## src/rtl/data_memory_arbiter.sv

```systemverilog
// Data memory arbiter.
// Shares the single-port data memory between the CPU load/store stage
// (requester 0, high priority) and the debug/program loader (requester 1).
// A starvation counter forces a loader win after STARVE_LIMIT refused cycles.
// Read responses come back one cycle after issue. They are routed to the
// requester that owns the outstanding read, together with its misaligned flag.
module data_memory_arbiter #(
  parameter int unsigned STARVE_LIMIT = 4
) (
  input  logic        i_Clock,
  input  logic        i_Reset,
  // CPU load/store requester
  input  logic        i_CpuValid,
  input  logic        i_CpuWrite,
  input  logic [2:0]  i_CpuMode,
  input  logic [31:0] i_CpuAddress,
  input  logic [31:0] i_CpuWriteData,
  output logic        o_CpuReady,
  output logic        o_CpuRespValid,
  output logic [31:0] o_CpuReadData,
  output logic        o_CpuError,
  // Debug / program loader requester
  input  logic        i_DbgValid,
  input  logic        i_DbgWrite,
  input  logic [2:0]  i_DbgMode,
  input  logic [31:0] i_DbgAddress,
  input  logic [31:0] i_DbgWriteData,
  output logic        o_DbgReady,
  output logic        o_DbgRespValid,
  output logic [31:0] o_DbgReadData,
  output logic        o_DbgError,
  // Memory side
  output logic        o_MemWriteEnable,
  output logic        o_MemReadEnable,
  output logic [2:0]  o_MemMode,
  output logic [31:0] o_MemAddress,
  output logic [31:0] o_MemDataOut,
  input  logic [31:0] i_MemDataIn,
  input  logic        i_MemMisaligned
);

  localparam logic [3:0] STARVE_MAX = 4'(STARVE_LIMIT);

  logic       cpu_grant;
  logic       dbg_grant;
  logic [3:0] starve_count_q, starve_count_d;
  logic       pend_cpu_q, pend_cpu_d;
  logic       pend_dbg_q, pend_dbg_d;
  logic       pend_err_q, pend_err_d;

  // Pick this cycle's winner: CPU first, loader when starved or alone, nobody in reset
  always_comb begin
    cpu_grant = 1'b0;
    dbg_grant = 1'b0;
    if (!i_Reset) begin
      if (i_CpuValid && i_DbgValid) begin
        if (starve_count_q == STARVE_MAX) begin
          dbg_grant = 1'b1;
        end else begin
          cpu_grant = 1'b1;
        end
      end else if (i_CpuValid) begin
        cpu_grant = 1'b1;
      end else if (i_DbgValid) begin
        dbg_grant = 1'b1;
      end
    end
  end

  // Steer the winner's request fields onto the memory port, zero when idle
  always_comb begin
    o_MemWriteEnable = 1'b0;
    o_MemReadEnable  = 1'b0;
    o_MemMode        = 3'd0;
    o_MemAddress     = 32'd0;
    o_MemDataOut     = 32'd0;
    if (cpu_grant) begin
      o_MemWriteEnable = i_CpuWrite;
      o_MemReadEnable  = !i_CpuWrite;
      o_MemMode        = i_CpuMode;
      o_MemAddress     = i_CpuAddress;
      o_MemDataOut     = i_CpuWriteData;
    end else if (dbg_grant) begin
      o_MemWriteEnable = i_DbgWrite;
      o_MemReadEnable  = !i_DbgWrite;
      o_MemMode        = i_DbgMode;
      o_MemAddress     = i_DbgAddress;
      o_MemDataOut     = i_DbgWriteData;
    end
  end

  // Next starvation count: clear on a loader win, count refused loader cycles up to the limit
  always_comb begin
    starve_count_d = starve_count_q;
    if (dbg_grant) begin
      starve_count_d = 4'd0;
    end else if (i_DbgValid && (starve_count_q < STARVE_MAX)) begin
      starve_count_d = starve_count_q + 4'd1;
    end
  end

  // Tag the read issued this cycle so its data returns to the right owner next cycle
  always_comb begin
    pend_cpu_d = cpu_grant && !i_CpuWrite;
    pend_dbg_d = dbg_grant && !i_DbgWrite;
    pend_err_d = (pend_cpu_d || pend_dbg_d) && i_MemMisaligned;
  end

  // State registers with synchronous reset
  always_ff @(posedge i_Clock) begin
    if (i_Reset) begin
      starve_count_q <= 4'd0;
      pend_cpu_q     <= 1'b0;
      pend_dbg_q     <= 1'b0;
      pend_err_q     <= 1'b0;
    end else begin
      starve_count_q <= starve_count_d;
      pend_cpu_q     <= pend_cpu_d;
      pend_dbg_q     <= pend_dbg_d;
      pend_err_q     <= pend_err_d;
    end
  end

  // Handshake and response outputs; every output is held quiet while reset is asserted
  always_comb begin
    o_CpuReady     = cpu_grant;
    o_DbgReady     = dbg_grant;
    o_CpuRespValid = pend_cpu_q && !i_Reset;
    o_DbgRespValid = pend_dbg_q && !i_Reset;
    o_CpuReadData  = o_CpuRespValid ? i_MemDataIn : 32'd0;
    o_DbgReadData  = o_DbgRespValid ? i_MemDataIn : 32'd0;
    o_CpuError     = o_CpuRespValid && pend_err_q;
    o_DbgError     = o_DbgRespValid && pend_err_q;
  end

endmodule

```

## config.mk

```make
export PLATFORM = sky130hd
export DESIGN_NAME = data_memory_arbiter
export DESIGN_NICKNAME = d
export VERILOG_FILES = /design/src/rtl/data_memory_arbiter.sv
export SDC_FILE = /design/constraint.sdc
export NUM_CORES = 1
export LEC_CHECK = 0
export CORE_AREA = 2 2 122 124
export CTS_CLUSTER_DIAMETER = 30
export DETAILED_ROUTE_END_ITERATION = 8
export DIE_AREA = 0 0 124 126
export PLACE_DENSITY = 0.53
export SYNTH_ARGS = -nofsm -noshare
export SYNTH_HDL_FRONTEND = slang
export SYNTH_SLANG_ARGS = --single-unit
```

## constraint.sdc

```tcl
create_clock -name i_Clock -period 1.38 [get_ports i_Clock]
set_input_delay 0.207 -clock i_Clock [delete_from_list [all_inputs] [get_ports i_Clock]]
set_output_delay 0.207 -clock i_Clock [all_outputs]
set_load 0.005 [all_outputs]
```

==> results.py, run 1 <==
metrics = {
    "die": {
        "rows": 44,
        "fp.dieH_um": 126,
        "die_x_um": 124,
        "core-area_um2": 14300,
        "start_util_pct": 10.4,
        "die_area_um2": 15600,
        "ios": 312,
    },
    "cells_and_area": {
        "final_layout_size_suffix_gt1_share_pct": 54.7,
        "utilization_pct": 42.2,
        "antenna_cells": 0,
        "num-fill-cells": 1420,
        "syn2layout_area_growth_pct": 307,
        "layout.nets": 752,
        "finish.instance_area_um2": 6030,
        "layout_commonest_cell": "clkdlybuf4s50_1",
        "final_cell_mix": "clkdlybuf4s50_1, buf_6, buf_2",
    },
    "setup_path": {
        "path_max_fanout": 7,
        "cp_num_cells": 9,
        "worst_path_largest_cell_delay_ps": 310,
        "cp.required_ps": 1170,
        "path_class": "reg2out",
        "crit_family": "buffers and inverters",
        "critPathArrivalTime_ps": 1890,
        "start_kind": "flop",
        "path_cells": "inv_2 -> ha_4 -> nand4b_1 -> and3b_2 -> buf_8 -> buf_12 -> buf_6 -> a22o_1 -> buf_2",
        "critical_path.slowest_cell": "dfxtp_2",
        "crit_buf_inv": 5,
        "critPathCaptureType": "output pin",
        "reg2reg_depth": 8,
    },
    "detailed_routing": {
        "wl_per_cell_um": 19.0,
        "drt_wl_total_mm": 14.4,
        "viasPerCell": 4.11,
        "drtIter0Drc": 43,
        "ant_nets": 0,
        "drcViolationCount": 0,
        "vias": 3127,
        "firstDrtPassIters": 4,
    },
    "power_and_ir_drop": {
        "p_leak_nw": 2.82,
        "power.density_nw_per_um2": 343,
        "vdd_drop_max_uv": 282,
    },
    "timing": {
        "rsz0062_at_grt": "true",
        "finalCritPeriodShare_pct": 152,
        "drv_slew": 0,
        "max_freq_mhz": 478,
        "setup_viol": 136,
        "post-route-min-period_ps": 2090,
        "tightest_slew_ps": 229,
        "relSlewSlack_pct": 84.7,
        "worst_slack_ps": -714,
        "clock_skew_ps": 2.55,
        "final-hold-violation-count": 0,
    },
    "clock_tree": {
        "clock-root-buffer": "clkbuf_16",
        "h-tree-depth": 1,
        "clock_sink_count": 7,
        "clk_pin_slew_ps": 40,
        "cts_tree": "built",
        "clk_latency_ps": 230,
        "postCtsHoldBufs": 0,
        "ctsLongestPathBuffers": 2,
        "numCtsBuffers": 3,
    },
    "run_status": {
        "outcome": "finished, violations left",
        "violations": "negative setup slack",
    },
    "place": {
        "dpl.hpwl_mm": 9.51,
        "placed_area_um2": 4980,
        "port_buffers": 311,
        "globalplace.congestion": 0.843,
    },
    "global_routing": {
        "track_usage_pct": 17.2,
        "grt_max_degree": 16,
        "antenna_found_initial": 0,
        "overflow": 0,
        "grt_pass1_wl_mm": 19.9,
        "grt_pass1_vias": 3325,
    },
    "synthesis": {
        "ys_seq_elements": 7,
        "ys_warn_count": 0,
        "syn_nets": 365,
        "syn_area_um2": 1480,
        "seq_area_frac_synth_pct": 9.44,
        "avgSynthCellArea_um2": 7.81,
        "syn_inst": 190,
        "yosysUniqueCellTypes": 21,
    },
    "flow_run": {
        "maxCapViolations": 0,
    },
    "min_path": {
        "hp-class": "in2reg",
        "hold_depth": 5,
    },
}
-- cells by family (layout without fill, tap and decap cells) --
group	count (synthesis)	in the layout	synth area share (%)
and+or+nand+nor	81	81	33.9
muxes	1	1	0.675
adders and majority gates	2	2	1.69
buffers and inverters	26	412	11.3
DFF	7	7	9.44
AOI/OAI and AO/OA	72	72	42.4
xor gates and xnor gates	1	1	0.590
-- state kept, by name, summed over array words and instances (netlist names) --
name / cells
pend_cpu_q: 1
pend_err_q: 1
pend_dbg_q: 1
starve_count_q: 4
-- power breakdown --
part / total, W / internal (W) / switching, W
Clock: 0.000504 / 0.000385 / 0.000119
Combinational: 0.00135 / 0.000930 / 0.000418
Sequential: 0.000216 / 0.000212 / 0.00000413
-- cells in the mapped netlist --
cell type	instances	area (um^2)
buf_6	8	90.1
nand2b_1	1	6.26
a22o_1	69	604
and2_1	67	419
and3b_1	1	8.76
nand2_1	1	3.75
nor2_1	1	3.75
inv_1	4	15.0
buf_2	8	40.0
nor2b_1	4	25.0
nor3_1	4	20.0
a31oi_1	1	6.26
mux2i_1	1	10.0
ha_1	2	25.0
dfxtp_1	7	140
nand4b_1	1	8.76
a21oi_2	1	8.76
nor3b_1	1	7.51
xnor2_1	1	8.76
clkbuf_1	6	22.5
a32o_1	1	10.0
-- timing repair --
action | in CTS | in global routing
cloned | 18 | 2
gates resized for setup | 640 | 144
pin swaps | 49 | 59
endpoints found under the setup margin | 142 | 142
setup buffers | 53 | 14
-- metal layers --
metal	wire, um	global-route usage, %	part of all wire [%]
met5	0	0	0
met4	153	2.38	1.1
met3	987	3.03	6.8
met2	8460	36.7	59
met1	4810	16.7	33
-- per-stage QoR --
step | hold slack, ps | setup TNS, ps | setup WS (ps) | std cells | total power, W
6_report | 483 | -53440 | -714 | 760 | 0.00207
5_1_grt | 505 | -63050 | -801 | 760 | 0.00218
4_1_cts | 479 | -66580 | -774 | 761 | 0.00205
3_5_place_dp | 471 | -118490 | -1020 | 688 | 0.00139
3_3_place_gp | 465 | -117190 | -999 | 688 | 0.00139
2_1_floorplan | 279 | -8980 | -141 | 190 | 0.000490
-- layout make-up --
type	count	area, um^2	share of cell area (%)
clock buffers	4	78.8	1.31
inverters	4	15.0	0.249
multi-input cells	157	1390	23.1
repair buffers	404	4170	69.1
well taps	184	230	3.82
flip-flops and latches	7	145	2.41
-- worst min-delay path: stages --
cell,delay (ps)
buf_2,100
buf_6,90
buf_6,110
buf_4,130
nor3_1,50
-- path summary, 6_finish.rpt --
kind	startpoint	endpoint	slack, ps
setup / recovery	starve_count_q[1]	o_MemDataOut[24]	-710
hold / removal	i_Reset	starve_count_q[0]	480
setup reg to reg	starve_count_q[1]	pend_err_q	-240
hold reg to reg	starve_count_q[3]	starve_count_q[3]	490
(Power assumes the default switching activity.)
==> run 2, diff against run 1 <==
--- a/config.mk
+++ b/config.mk
@@ -10,6 +10,7 @@
 export DETAILED_ROUTE_END_ITERATION = 8
 export DIE_AREA = 0 0 124 126
 export PLACE_DENSITY = 0.53
+export SLEW_MARGIN = 20
 export SYNTH_ARGS = -nofsm -noshare
 export SYNTH_HDL_FRONTEND = slang
 export SYNTH_SLANG_ARGS = --single-unit
==> results of run 2 <==
Same layout as run 1: the final DEF is identical, and so are final timing and power.
